--- config.mk ---
export PLATFORM = sky130hd
export DESIGN_NAME = instruction_loader
export DESIGN_NICKNAME = d
export VERILOG_FILES = /design/src/rtl/instruction_loader_pkg.sv /design/src/rtl/instruction_loader_xor_accumulator.sv /design/src/rtl/instruction_loader.sv
export SDC_FILE = /design/constraint.sdc
export NUM_CORES = 1
export LEC_CHECK = 0
export ABC_AREA = 0
export CORE_ASPECT_RATIO = 0.7
export CORE_UTILIZATION = 45
export DETAILED_ROUTE_END_ITERATION = 10
export GPL_TIMING_DRIVEN = 0
export MAX_ROUTING_LAYER = met4
export PLACE_DENSITY = 0.7
export SLEW_MARGIN = 5
export SYNTH_ARGS = -nofsm -noshare
export SYNTH_HDL_FRONTEND = slang
export SYNTH_SLANG_ARGS = --single-unit
--- constraint.sdc ---
create_clock -name clk -period 3.52 [get_ports clk]
set_clock_uncertainty 0.15 [all_clocks]
set_input_delay 0.352 -clock clk [delete_from_list [all_inputs] [get_ports clk]]
set_output_delay 0.352 -clock clk [all_outputs]
set_load 0.005 [all_outputs]
--- src/rtl/instruction_loader_pkg.sv ---
// ---------------------------------------------------------------------------
// instruction_loader_pkg
//
// Shared definitions for the instruction loader and the blocks around it
// (fetch side and instruction store). Holds the default word width, store
// depth, derived address width and the loader state enumeration.
// ---------------------------------------------------------------------------
package instruction_loader_pkg;

    // Default instruction word width in bits.
    localparam int DATA_W_DEF = 16;

    // Default number of instruction-store entries.
    localparam int DEPTH_DEF  = 32;

    // Address width that covers DEPTH_DEF entries.
    localparam int ADDR_W_DEF = $clog2(DEPTH_DEF);

    // Loader frame states.
    typedef enum logic [2:0] {
        IDLE,
        HDR,
        DATA,
        CHK,
        DONE,
        ERR
    } loader_state_e;

endpackage

--- src/rtl/instruction_loader_xor_accumulator.sv ---
// ---------------------------------------------------------------------------
// xor_accumulator
//
// Running XOR of every word presented while enable_i is high. clear_i
// returns the value to zero and takes priority over enable_i.
//
// Ports:
//   clk       - clock, rising edge
//   reset     - asynchronous active-low reset
//   clear_i   - synchronous clear of the running value
//   enable_i  - fold data_i into the running value this cycle
//   data_i    - word to fold in
//   value_o   - current running XOR
// ---------------------------------------------------------------------------
module xor_accumulator #(
    parameter int W = 16
) (
    input  logic         clk,
    input  logic         reset,
    input  logic         clear_i,
    input  logic         enable_i,
    input  logic [W-1:0] data_i,
    output logic [W-1:0] value_o
);

    logic [W-1:0] acc_q;
    logic [W-1:0] acc_d;

    // Next value: clear wins over a fold so a new frame always starts at 0.
    always_comb begin
        acc_d = acc_q;
        if (clear_i) begin
            acc_d = '0;
        end else if (enable_i) begin
            acc_d = acc_q ^ data_i;
        end
    end

    // Accumulator register.
    always_ff @(posedge clk or negedge reset) begin
        if (!reset) begin
            acc_q <= '0;
        end else begin
            acc_q <= acc_d;
        end
    end

    assign value_o = acc_q;

endmodule

--- src/rtl/instruction_loader.sv ---
// ---------------------------------------------------------------------------
// instruction_loader
//
// Receives a framed instruction stream (length N, N instruction words,
// XOR checksum) over a valid/ready handshake and writes the instructions
// into the instruction store, holding the CPU fetch side while loading.
//
// Ports:
//   clk            - clock, rising edge
//   reset          - asynchronous active-low reset
//   start          - one-cycle request to begin a frame
//   in_valid       - source offers in_data
//   in_data        - incoming frame word
//   in_ready       - loader accepts a word this cycle
//   wr_en          - instruction-store write strobe
//   wr_addr        - instruction-store write address
//   wr_data        - instruction-store write data
//   cpu_hold       - holds the fetch-side PC in reset
//   busy           - frame in progress
//   done           - sticky: frame finished with a good checksum
//   error          - sticky: bad length or checksum mismatch
//   words_loaded   - instruction words written in the current/last frame
// ---------------------------------------------------------------------------
module instruction_loader
    import instruction_loader_pkg::*;
#(
    parameter  int DATA_W = DATA_W_DEF,
    parameter  int DEPTH  = DEPTH_DEF,
    localparam int ADDR_W = $clog2(DEPTH)
) (
    input  logic              clk,
    input  logic              reset,
    input  logic              start,
    input  logic              in_valid,
    input  logic [DATA_W-1:0] in_data,
    output logic              in_ready,
    output logic              wr_en,
    output logic [ADDR_W-1:0] wr_addr,
    output logic [DATA_W-1:0] wr_data,
    output logic              cpu_hold,
    output logic              busy,
    output logic              done,
    output logic              error,
    output logic [ADDR_W:0]   words_loaded
);

    localparam int               LEN_W   = ADDR_W + 1;
    localparam logic [ADDR_W-1:0] IDX_MAX = ADDR_W'(DEPTH - 1);

    loader_state_e     state_q, state_d;
    logic [LEN_W-1:0]  len_q;
    logic [ADDR_W-1:0] idx_q;
    logic [LEN_W-1:0]  words_q;
    logic              wr_en_q;
    logic [ADDR_W-1:0] wr_addr_q;
    logic [DATA_W-1:0] wr_data_q;
    logic              done_q;
    logic              error_q;

    logic              accept;
    logic              startOk;
    logic              lenOk;
    logic              lastWord;
    logic              chkMatch;
    logic [DATA_W-1:0] chkValue;

    // A start is honoured only between frames; mid-frame starts are dropped.
    assign startOk  = start && (state_q == IDLE || state_q == DONE || state_q == ERR);
    assign accept   = in_valid && in_ready;
    assign lenOk    = (in_data != '0) && (in_data <= DATA_W'(DEPTH));
    assign lastWord = (words_q + LEN_W'(1)) == len_q;
    assign chkMatch = (in_data == chkValue);

    // Running checksum over the instruction words of the current frame.
    xor_accumulator #(
        .W (DATA_W)
    ) u_xor (
        .clk      (clk),
        .reset    (reset),
        .clear_i  (startOk),
        .enable_i (accept && state_q == DATA),
        .data_i   (in_data),
        .value_o  (chkValue)
    );

    // State register.
    always_ff @(posedge clk or negedge reset) begin
        if (!reset) begin
            state_q <= IDLE;
        end else begin
            state_q <= state_d;
        end
    end

    // Next-state logic: each frame phase advances only on an accepted word.
    always_comb begin
        state_d = state_q;
        unique case (state_q)
            IDLE, DONE, ERR: if (start)  state_d = HDR;
            HDR:  if (accept) state_d = lenOk ? DATA : ERR;
            DATA: if (accept && lastWord) state_d = CHK;
            CHK:  if (accept) state_d = chkMatch ? DONE : ERR;
            default: state_d = IDLE;
        endcase
    end

    // State-decoded outputs; the CPU stays held after an error so a bad
    // image is never executed.
    always_comb begin
        in_ready = 1'b0;
        busy     = 1'b0;
        cpu_hold = 1'b0;
        unique case (state_q)
            HDR, DATA, CHK: begin
                in_ready = 1'b1;
                busy     = 1'b1;
                cpu_hold = 1'b1;
            end
            ERR:     cpu_hold = 1'b1;
            default: ;
        endcase
    end

    // Datapath: write port register, index, counters and sticky flags.
    // The write strobe is registered, giving one cycle from acceptance to
    // the store write. The index saturates at the last entry.
    always_ff @(posedge clk or negedge reset) begin
        if (!reset) begin
            len_q     <= '0;
            idx_q     <= '0;
            words_q   <= '0;
            wr_en_q   <= 1'b0;
            wr_addr_q <= '0;
            wr_data_q <= '0;
            done_q    <= 1'b0;
            error_q   <= 1'b0;
        end else begin
            wr_en_q <= 1'b0;
            if (startOk) begin
                idx_q   <= '0;
                words_q <= '0;
                done_q  <= 1'b0;
                error_q <= 1'b0;
            end
            if (accept) begin
                unique case (state_q)
                    HDR: begin
                        if (lenOk) begin
                            len_q <= in_data[LEN_W-1:0];
                        end else begin
                            error_q <= 1'b1;
                        end
                    end
                    DATA: begin
                        wr_en_q   <= 1'b1;
                        wr_addr_q <= idx_q;
                        wr_data_q <= in_data;
                        words_q   <= words_q + LEN_W'(1);
                        if (idx_q != IDX_MAX) begin
                            idx_q <= idx_q + ADDR_W'(1);
                        end
                    end
                    CHK: begin
                        if (chkMatch) begin
                            done_q <= 1'b1;
                        end else begin
                            error_q <= 1'b1;
                        end
                    end
                    default: ;
                endcase
            end
        end
    end

    assign wr_en        = wr_en_q;
    assign wr_addr      = wr_addr_q;
    assign wr_data      = wr_data_q;
    assign done         = done_q;
    assign error        = error_q;
    assign words_loaded = words_q;

endmodule

### Word level (Yosys, flattened, before mapping)

Index checks and enable logic that the tools add are counted.

| cells by class | value |
|---|---|
| multiply operators | 0 |
| reduce and logical (&&, ||, !) cells | 16 |
| shift-type cells | 0 |
| divide/modulo/power cells | 0 |
| equal/unequal tests | 12 |
| multiplexer cells | 29 |
| add/subtract/negate cells | 2 |
| bitwise operators | 1 |
| order comparisons | 1 |

Operator list:

| kind | number |
|---|---|
| $mux 16 | 2 |
| $mux 5 | 4 |
| $mux 6 | 3 |
| $eq 16x16->1 | 1 |
| $le 16x6->1 const B | 1 |
| $reduce_bool 16->1 | 1 |
| $xor 16x16->16 | 1 |
| $mux 3 | 5 |
| $mux 1 | 13 |
| $pmux 3 s4 | 1 |
| $add 6x1->6 const B | 1 |
| $eq 3x2->1 const B | 2 |
| $eq 3x3->1 const B | 2 |
| $eq 6x6->1 | 1 |
| $ne 2x2->1 const B | 3 |
| $reduce_or 3->1 | 2 |
| $add 5x1->5 const B | 1 |
| $logic_and 1x1->1 | 5 |
| $ne 5x5->1 const B | 1 |
| $reduce_and 4->1 | 1 |
| $reduce_or 4->1 | 1 |
| $eq 3x1->1 const B | 1 |
| $logic_not 3->1 | 1 |
| $reduce_and 3->1 | 1 |
| other kinds (5) | 6 |

| word-level totals | value |
|---|---|
| RAM bits | 0 |
| ROM bits | 0 |
| memories kept | 0 |
| input bits | 20 |
| register bits | 60 |
| bits in latches | 0 |

### Longest topological paths before layout

Gate-level depths: netlist of run 1.

| depth | value |
|---|---|
| depth in word-level cells | 8 |
| gate-level depth with buffers | 8 |
| mapped depth without buffers | 7 |

### Cells and area by module

Synthesis of run 1 repeated with hierarchy kept, for this count alone.

| second synthesis, totals | value |
|---|---|
| cells, all modules | 309 |
| area, all modules | 3059.2 um^2 |

Modules (own cells, without submodules):

| module | area an instance (um^2) | times used | cells an instance |
|---|---|---|---|
| instruction_loader | 2248.4 | 1 | 240 |
| xor_accumulator | 810.8 | 1 | 69 |

### Worst setup path before layout of run 1

Ideal clock, no wire load.

| path | value |
|---|---|
| path type | in2reg |
| start point | input in_data[4] |
| end point | register len_q[0] |
| setup time | 0.125 ns |
| data arrival time | 1.774 ns |
| stages | 5 |
| setup slack | 1.471 ns |
| path buffers | 0 |
| path through | or4_1 > o21a_1 > nor3_4 > nand2_4 > mux2_4 |

| between the ends | value |
|---|---|
| word-level cells in the longest chain between the ends | 3 |
| elaborated cells on any way between the ends | 4 |
| those cells by class | order compare (1); reduce/logical (3) |

RTL lines:

| element | RTL line | source |
|---|---|---|
| start, declared | instruction_loader.sv:35 | `input logic [DATA_W-1:0] in_data,` |
| $le 16x6->1 / $reduce_bool 16->1 (equally long branches) | instruction_loader.sv:70 | `assign lenOk = (in_data != '0) && (in_data <= DATA_W'(DEPTH));` |
| $logic_and 1x1->1 (*) | instruction_loader.sv:70 |  |
| $reduce_and 3->1 (no source line) (*) | -- |  |
| end signal, assigned | instruction_loader.sv:149 | `len_q <= in_data[LEN_W-1:0];` |
| end, declared | instruction_loader.sv:51 | `logic [LEN_W-1:0] len_q;` |

Every way passes the cells marked *; elsewhere a longest branch is shown, timed or not.
A chain may end at the register's enable or synchronous reset.

### Worst setup path in the final report of run 1

| path | value |
|---|---|
| start point | register state_q[1] |
| end point | register u_xor.acc_q[6], in the netlist u_xor.value_o[6] |

| between the ends | value |
|---|---|
| word-level cells in the longest chain between the ends | 6 |
| elaborated cells on any way between the ends | 15 |
| those cells by class | eq/ne (5); mux (2); reduce/logical (8) |

RTL lines:

| element | RTL line | source |
|---|---|---|
| start, declared | instruction_loader.sv:50 | `loader_state_e state_q, state_d;` |
| start signal, assigned | instruction_loader.sv:91 | `state_q <= state_d;` |
| $eq 3x2->1, or another cell as far along | instruction_loader.sv:81, instruction_loader.sv:113 |  |
| $reduce_or 3->1 | instruction_loader.sv:113 | `unique case (state_q)` |
| $mux 1 | instruction_loader.sv:113 |  |
| $logic_and 1x1->1 | instruction_loader.sv:69 | `assign accept = in_valid && in_ready;` |
| $logic_and 1x1->1 (*) | instruction_loader.sv:81 | `.enable_i (accept && state_q == DATA),` |
| net u_xor.enable_i | instruction_loader_xor_accumulator.sv:21 | `input logic enable_i,` |
| $reduce_bool 2->1 (no source line) (*) | -- |  |
| end signal, assigned | instruction_loader_xor_accumulator.sv:42 | `acc_q <= '0;` |
| end signal, assigned | instruction_loader_xor_accumulator.sv:44 | `acc_q <= acc_d;` |
| end, declared | instruction_loader_xor_accumulator.sv:26 | `logic [W-1:0] acc_q;` |

The timed path passes the listed nets; every way through them passes the cells marked *.

==> impl_metrics.env, run 1 <==
export IMPL_status="finished, final reports clean"
export IMPL_synthAdderAreaFrac_pct=1.32
export IMPL_place_inst=430
export IMPL_cp_max_fo=10
export IMPL_first_iter_violations=106
export IMPL_antenna_found_initial=0
export IMPL_grt_first_pass_wirelength_um=11000
export IMPL_avgSynthCellArea_um2=9.41
export IMPL_clk_pin_slew_worst_paths_ns=0.07
export IMPL_synth_edff_count=0
export IMPL_cap_violations=0
export IMPL_multiInputGateArea_um2=1290
export IMPL_worst_path_max_delay_cell="buf_1"
export IMPL_p_sw_share_pct=22.0
export IMPL_num_rows=23
export IMPL_ctsHtreeMaxLevel=3
export IMPL_p_seq_share_pct=47.1
export IMPL_netlist_area_leader_share_pct=52.7
export IMPL_grt_ovfl_total=0
export IMPL_path_cells="clkbuf_1, nand4_1, inv_2, buf_1, nand2_1, o21ai_1"
export IMPL_final_antenna_net_count=0
export IMPL_grt_max_degree=61
export IMPL_die_h_um=68.6
export IMPL_start_kind="flop"
export IMPL_switchingPower_uw=327
export IMPL_cts_tree="yes"
export IMPL_critPathMaxStageDelay_ns=0.50
export IMPL_dpl_hpwl_um=4800
export IMPL_synth_area_mux_share_pct=4.21
export IMPL_start_util_pct=48.1
export IMPL_tns_ns=0
export IMPL_num_antenna_cells=0
export IMPL_worstMarginPinSlew_ns=0.750
export IMPL_place_gp_congestion=0.836
export IMPL_insertion_delay_ns=0.34
export IMPL_io_pins=53
export IMPL_final_area_um2=3690
export IMPL_dpl_cell_area_um2=3460
export IMPL_rsz0062_at_grt="no"
export IMPL_nets=390
export IMPL_synth_ff_type="dfrtp_1"
export IMPL_setup_violations=0
export IMPL_area_growth_pct=29.4
export IMPL_synth_compound_area_share_pct=11.3
export IMPL_p_leak_uw=0.00177
export IMPL_max_freq_mhz=399
export IMPL_cts_buffers=9
export IMPL_yosys_warnings=0
export IMPL_post_route_cells_drive_above_1_share_pct=7.26
export IMPL_powerDensity_nw_per_um2=402
export IMPL_syn_cell_area_um2=2850
export IMPL_critPathRequiredTime_ns=3.64
export IMPL_maxSlewHeadroom_pct=50.0
export IMPL_synth_yosys_seq_area_share_pct=52.7
export IMPL_via_per_inst=5.38
export IMPL_wire_per_inst_um=15.1
export IMPL_vdd_drop_max_v=0.000248
export IMPL_hold_class="reg -> reg"
export IMPL_synth_seq_cells=60
export IMPL_portBuffers=52
export IMPL_cts_sinks=60
export IMPL_p_int_uw=1160
export IMPL_hold_viol_final=0
export IMPL_die_w_um=97.1
export IMPL_syn_nets=326
export IMPL_clkPwrFrac_pct=46.0
export IMPL_first_global_vias=2223
export IMPL_fillers=529
export IMPL_cts_setup_buffers=0
export IMPL_p_comb_share_pct=6.9
export IMPL_num_vias=2405
export IMPL_root_buffer="clkbuf_8"
export IMPL_synthXorXnorAreaFrac_pct=7.06
export IMPL_drt_wl_total_um=6750
export IMPL_synthCells=303
export IMPL_synth_simple_area_share_pct=21.3
export IMPL_synth_top_area_cell="dfrtp_1"
export IMPL_grt_use_total_pct=22.7
export IMPL_synthTopCellsByArea="dfrtp_1 (53%), nand2_1 (9.9%), o21ai_0 (4.9%), xnor2_1 (4.9%), mux2_4 (3.2%)"
export IMPL_arrival_ns=2.63
export IMPL_synth_top_family_by_area="simple AND/OR/NAND/NOR gates"
export IMPL_route_detailed_drc=0
export IMPL_worstSetupPathType="reg -> reg"
export IMPL_clockBufferDepth=2
export IMPL_post_route_period_util_pct=71.3
export IMPL_stdcell_count=447
export IMPL_drv_slew=0
export IMPL_dr_pass1_iters=4
export IMPL_dieArea_um2=6660
export IMPL_synth_distinct_cells=40
export IMPL_finalCriticalPeriod_ns=2.51
export IMPL_ys_async_sr_fraction_pct=100
export IMPL_core_um2=5930
export IMPL_regArea_um2=1500
export IMPL_end_kind="flop"
[worst paths after layout]
kind	start	to	slack, ns	depth (start not counted)
worst max-delay path	state_q[1]	u_xor.value_o[6]	1.01	6
worst min-delay path	wr_addr[1]	wr_addr[1]	0.32	2
worst max register to register	state_q[1]	u_xor.value_o[6]	1.01	6
worst min register to register	wr_addr[1]	wr_addr[1]	0.32	2
max in group asynchronous	reset	wr_data[3]	2.25	2
min in group asynchronous	reset	words_loaded[1]	0.47	2
[metal layers]
metal	vias to the layer above	GRT usage [%]	part of all wire (%)
met3	8	6.15	6.6
met2	74	33.4	43
li1	1159	-	-
met1	1164	30.0	49
met5	-	-	0
met4	0	9.51	1.5
[placed cells by master (no fill, tap or decap), types with 5 or more instances in the layout]
cell	count
a21oi_1	5
clkbuf_1	11
clkbuf_8	10
clkdlybuf4s50_1	51
dfrtp_1	60
mux2_4	6
nand2_1	75
nand3_1	9
nand4_1	6
nor2_1	23
o21ai_0	28
o21ai_1	13
xnor2_1	16
xor2_1	7
[power by group through the flow]
stage	clock network (uW)	logic, uW	registers [uW]
2_1_floorplan	0	34.6	711
3_3_place_gp	0	102	712
3_5_place_dp	0	102	712
4_1_cts	694	104	699
5_1_grt	728	111	699
6_report	684	103	699
[cell families after synthesis]
group	count (synthesis)
xor gates and xnor gates	23
adders and majority gates	3
and+or+nand+nor	135
AOI/OAI and AO/OA	58
buffers and inverters	15
muxes	9
DFF	60
[critical path: cells and delay by family (launching register included)]
kind,cells,cell delay [ns]
DFF,1,0.32
AOI/OAI and AO/OA,1,0.16
buffers and inverters,3,1.17
and+or+nand+nor,2,0.63
[what timing repair did]
action                    4_1_cts  5_1_grt
resized for setup               0        0
hold endpoints to repair       60        0
hold buffers                    1        0
[cells in the mapped netlist, types with 3 or more instances]
master,n
o21ai_1,13
and2_1,3
dfrtp_1,60
ha_1,3
mux2i_1,3
o21ai_0,28
nand2b_1,3
nor2_1,23
nor3_1,3
nand2_1,75
clkbuf_1,9
a21oi_1,5
nor4_1,3
xnor2_1,16
nand4_1,6
xor2_1,7
nand3_1,9
mux2_4,6
[through the flow]
step / hold WS [ns] / total power [uW] / utilization, % / setup WS, ns
2_1_floorplan: -0.0936 / 746 / - / 1.47
3_3_place_gp: 0.310 / 814 / 58.5 / -0.0234
3_5_place_dp: 0.313 / 814 / 58.4 / 0.790
4_1_cts: 0.328 / 1500 / 62.3 / 1.02
5_1_grt: 0.345 / 1540 / 62.3 / 0.789
6_report: 0.324 / 1490 / 62.3 / 1.01
[sequential cells by signal (all words and copies together) (netlist names)]
name and flops:
u_xor.value_o 16, wr_data 16, len_q 6, words_loaded 6, idx_q 5, wr_addr 5
state_q 3, done 1, error 1, wr_en 1
[area by class of cell]
| class | count | area share [%] |
|---|---|---|
| buffer | 12 | 1.32 |
| multi-input combinational | 228 | 34.9 |
| clock inverter | 4 | 1.97 |
| tap | 75 | 2.54 |
| inverter | 3 | 0.305 |
| clock buffer | 12 | 3.93 |
| timing repair buffer | 53 | 14.3 |
| sequential | 60 | 40.7 |
Note: power is estimated with default switching activity, not from simulation.
==> run 2: changes to the inputs <==
- clock period: 3.52 -> 2.4 ns (I/O delays scaled with it)
==> run 2 against run 1 <==
  * Clock power up 46%
  * Global-route usage up 0.36 points
  * Clock-buffer cell count unchanged
  * Critical endpoint is now len_q[0]
  * Largest power group unchanged
==> impl_metrics.env, run 2 (same netlist as run 1, synthesis figures left out) <==
export IMPL_place_gp_congestion=0.836
export IMPL_ctsHtreeMaxLevel=3
export IMPL_start_kind="input pin"
export IMPL_route_detailed_drc=0
export IMPL_portBuffers=52
export IMPL_path_cells="clkdlybuf4s50_1, or4_1, o21a_1, nor3_4, nand2_4, mux2_4"
export IMPL_cts_sinks=60
export IMPL_multiInputGateArea_um2=1290
export IMPL_num_rows=23
export IMPL_worstMarginPinSlew_ns=0.750
export IMPL_cts_buffers=9
export IMPL_grt_first_pass_wirelength_um=11200
export IMPL_start_util_pct=48.1
export IMPL_drv_slew=0
export IMPL_finalCriticalPeriod_ns=2.29
export IMPL_num_vias=2389
export IMPL_crit_family="simple AND/OR/NAND/NOR gates"
export IMPL_drt_wl_total_um=6820
export IMPL_first_iter_violations=134
export IMPL_grt_max_degree=61
export IMPL_p_leak_uw=0.00179
export IMPL_arrival_ns=2.36
export IMPL_grt_ovfl_total=0
export IMPL_worst_path_max_delay_cell="or4_1"
export IMPL_first_global_vias=2252
export IMPL_cp_max_fo=7
export IMPL_status="finished, final reports clean"
export IMPL_setup_violations=0
export IMPL_critPathRequiredTime_ns=2.47
export IMPL_hold_class="reg -> reg"
export IMPL_via_per_inst=5.32
export IMPL_cts_tree="yes"
export IMPL_io_pins=53
export IMPL_clk_pin_slew_worst_paths_ns=0.06
export IMPL_die_h_um=68.6
export IMPL_fin_total_pwr_uw=2180
export IMPL_fin_ws_ns=0.111
export IMPL_antenna_found_initial=0
export IMPL_dieArea_um2=6660
export IMPL_die_w_um=97.1
export IMPL_grt_use_total_pct=23.0
export IMPL_worstSetupPathType="in -> reg"
export IMPL_place_inst=430
export IMPL_num_antenna_cells=0
export IMPL_post_route_period_util_pct=95.4
export IMPL_rsz0062_at_grt="no"
export IMPL_insertion_delay_ns=0.34
export IMPL_stdcell_count=449
export IMPL_root_buffer="clkbuf_8"
export IMPL_end_kind="flop"
export IMPL_core_um2=5930
export IMPL_hold_viol_final=0
export IMPL_powerDensity_nw_per_um2=587
export IMPL_dp_worst_setup_slack_ns=-0.218
export IMPL_area_growth_pct=30.2
export IMPL_critPathMaxStageDelay_ns=0.59
export IMPL_max_freq_mhz=437
export IMPL_maxSlewHeadroom_pct=50.0
export IMPL_post_route_cells_drive_above_1_share_pct=8.56
export IMPL_cap_violations=0
export IMPL_nets=392
export IMPL_mostFrequentLayoutCells="nand2_1 (75), dfrtp_1 (60), clkdlybuf4s50_1 (51), o21ai_0 (28), nor2_1 (23)"
export IMPL_cp_num_buf_inv=1
export IMPL_wire_per_inst_um=15.2
export IMPL_regArea_um2=1500
export IMPL_fillers=527
export IMPL_clockBufferDepth=2
export IMPL_final_common_cell="nand2_1"
export IMPL_final_antenna_net_count=0
export IMPL_dpl_hpwl_um=4800
export IMPL_dr_pass1_iters=4
export IMPL_vdd_drop_max_v=0.000365
[run 2: final timing paths]
kind	start	endpoint	slack [ns]	cells after the start
setup / recovery	in_data[4]	len_q[0]	0.11	6
hold / removal	wr_addr[1]	wr_addr[1]	0.32	2
setup reg to reg	state_q[0]	u_xor.value_o[8]	0.28	6
hold reg to reg	wr_addr[1]	wr_addr[1]	0.32	2
max in group asynchronous	reset	wr_data[3]	1.24	2
min in group asynchronous	reset	words_loaded[1]	0.36	2
[run 2: per-layer routing]
metal | part of all wire (%) | routed length, um | GRT usage (%)
met4 | 1.5 | 99 | 9.51
met2 | 43 | 2920 | 34.4
met3 | 7.4 | 502 | 6.15
met1 | 48 | 3300 | 30.2
met5 | 0 | 0 | -
[run 2: cell type report]
cell class	count	share of cell area (%)
inverter	3	0.303
clock inverter	4	1.95
tap	75	2.53
sequential	60	40.4
clock buffer	12	3.91
multi-input combinational	228	34.7
timing repair buffer	56	14.8
buffer	11	1.28
[run 2: stage by stage]
step           cell area [um2]  setup TNS (ns)  hold slack (ns)  util, %
6_report                  3710               0            0.324     62.6
2_1_floorplan             2850               0           -0.206        -
3_3_place_gp              3470          -64.83            0.310     58.5
4_1_cts                   3710               0            0.328     62.7
3_5_place_dp              3460           -3.67            0.211     58.4
5_1_grt                   3710               0            0.345     62.6
[run 2: what timing repair did]
item,CTS,global route
endpoints found under the setup margin,13,9
setup buffers,3,0
endpoints found under the hold margin,60,0
hold buffers,1,0
gates cloned,0,0
resized for setup,1,2
pin swaps,1,0
[run 2: worst min-delay path, stage by stage (launching register included)]
cell	delay, ns
dfrtp_1	0.34
nand2_1	0.05
nand2_1	0.05
[run 2: report_power, final]
part / leakage [uW] / total [uW] / internal [uW] / switching (uW)
combinational: 0.000850 / 151 / 69.9 / 81.2
sequential: 0.000828 / 1030 / 1020 / 7.39
clock: 0.000107 / 1000 / 612 / 390
total: 0.00179 / 2180 / 1700 / 478
==> run 3: changes to the inputs <==
- CAP_MARGIN: not set -> 20
==> results of run 3 <==
Final layout, timing and power as in run 2 (identical DEF).
==> edit (config.mk and constraints of run 2) <==
Set the package constant `DATA_W_DEF` to 24 (it was 16).
--- a/src/rtl/instruction_loader_pkg.sv
+++ b/src/rtl/instruction_loader_pkg.sv
@@ -8,7 +8,7 @@
 package instruction_loader_pkg;
 
     // Default instruction word width in bits.
-    localparam int DATA_W_DEF = 16;
+    localparam int DATA_W_DEF = 24;
 
     // Default number of instruction-store entries.
     localparam int DEPTH_DEF  = 32;
Interface: changed (resized in_data and wr_data); port bits go from 53 to 69. No check against the original RTL was run, so the function may have changed too.
==> edit against run 2 <==
Synthesized area rose by 27%; worst setup slack worse by 2.2 ps; register-to-register slack lost 160 ps; critical path depth stayed put; cell count up 29%; final area rose by 29%; sequential cell count increased by 16; count of clock-buffer cells in the layout decreased by 2; wire length increased by 34%; total power increased by 35%; fmax hardly changed; sequential share of layout area fell by 0.82 points; sequential power grew 25%; critical path type unchanged; critical endpoint is now len_q[4].
==> edit: results (changes against run 2) <==
stage,metric,value,unit,change
worst_setup_path,cpPeakStageDelay,600,ps,
synth,ys.flop_type,dfrtp_1,,
placed_design,place_congestion,0.808,,-3.4%
worst_setup_path,critPathSlowestCell,or4_4,,
global_route,grt_max_degree,64,,+4.9%
global_route,grt_pass1_wl,15100,um,+35%
power,leakage,2.33,nW,+31%
finish,drive_above_1_share,0.0771,,-0.00848
routing,vias,3125,,+31%
cts,cts_root_buf,clkbuf_16,,
routing,drt_iter0_markers,262,,+96%
cts,insertion_delay,330,ps,
placed_design,dp_cells,564,,+31%
routing,finalWirelength,9140,um,+34%
sta,slew_headroom,0.582,,+0.0821
placed_design,post-place-ws,-216,ps,+2.10 ps
run_status,status,"complete, no violations",,
synth,synth-adder-area-share,0.0103,,-0.00284
synth,synthTopCellsByArea,"dfrtp_1, nand2_1, o21ai_0",,
synth,syn-num-nets,425,,+30%
global_route,first_global_vias,2983,,+32%
synth,synth-compound-area-share,0.114,,+0.00108
finish,fin_nets,506,,+29%
synth,ys_top_cells_by_count,"nand2_1, dfrtp_1, o21ai_0",,
placed_design,portBuffers,68,,+31%
worst_setup_path,cp_max_fo,6,,-1
power,vdd_drop_max,333,uV,-8.7%
synth,synthDistinctLibCells,39,,-2.5%
synth,yosysSeqAreaShare,0.523,,-0.00331
placed_design,hpwl,6430,um,+34%
synth,synth_xor_area_frac,0.0747,,+0.00405
synth,synthCells,394,,+30%
placed_design,place_area,4470,um2,+29%
finish,nFillCells,691,,+31%
synth,synth.area.mux_share,0.0330,,-0.00908
routing,drt_first_pass_iters,5,,+1
routing,via_per_inst,5.38,,+1.1%
worst_hold_path,min_path_type,in2async,,
global_route,antenna_found_initial,0,,unchanged
edit: changes by cell type after synthesis, sizes merged, moves of 3 or more:
cell and delta:
a21oi -3, clkbuf +5, dfrtp +16, nand2 +24
nor2 +12, nor4 +8, o21ai +19, xnor2 -12
xor2 +20
edit: critical path, delay by kind of cell:
family | cells | cell delay, ps
buffers and inverters | 1 | 480
multiplexers | 1 | 320
AND/OR/NAND/NOR | 4 | 1300
edit: cell families (layout without fill, tap and decap cells):
logic type               count (synthesis)  in the layout
flip-flops                              76             76
adder cells (fa/ha/maj)                  3              3
multiplexers                             9              9
AO/OA/AOI/OAI                           76             76
XOR/XNOR                                31             31
buffers and inverters                   22            108
AND/OR/NAND/NOR                        177            177
edit: worst paths after layout:
check                                      from          end  slack, ps  cells past startpoint
worst max-delay path                in_data[16]     len_q[4]        110                      6
max in group asynchronous                 reset     len_q[1]       1380                      3
worst min register to register      wr_data[14]  wr_data[14]        320                      2
worst min-delay path                      reset  wr_data[13]        160                      2
worst max register to register  words_loaded[0]   state_q[0]        120                      6
min in group clk                    wr_data[14]  wr_data[14]        320                      2
edit: what timing repair did:
item,4_1_cts,5_1_grt
hold buffers,1,0
endpoints found under the hold margin,76,0
buffers inserted,0,0
resized for setup,0,7
endpoints found under the setup margin,0,14
edit: layout make-up:
| class | instances | area share |
|---|---|---|
| Buffer | 18 | 0.0175 |
| Clock buffer | 10 | 0.0477 |
| Sequential cell | 76 | 0.396 |
| Tap cell | 101 | 0.0263 |
| Timing Repair Buffer | 70 | 0.149 |
| Clock inverter | 6 | 0.0185 |
| Multi-Input combinational cell | 296 | 0.342 |
| Inverter | 4 | 0.00313 |
edit: metrics by stage:
stage	TNS (ps)	util
floorplan	0	-
global placement	-133020	0.567
detailed placement	-1640	0.570
CTS	0	0.612
global route	0	0.612
finish	0	0.612
edit: routing by layer:
| layer | up-vias | routed length (um) | track usage |
|---|---|---|---|
| met3 | 10 | 606 | 0.0595 |
| li1 | 1494 | - | - |
| met2 | 113 | 3880 | 0.340 |
| met5 | - | 0 | - |
| met1 | 1508 | 4550 | 0.358 |
| met4 | 0 | 102 | 0.0600 |
edit: where the power goes:
part | internal, mW | switching (mW) | total (mW)
Clock | 0.910 | 0.526 | 1.44
Combinational | 0.0887 | 0.111 | 0.200
Sequential | 1.29 | 0.00591 | 1.29
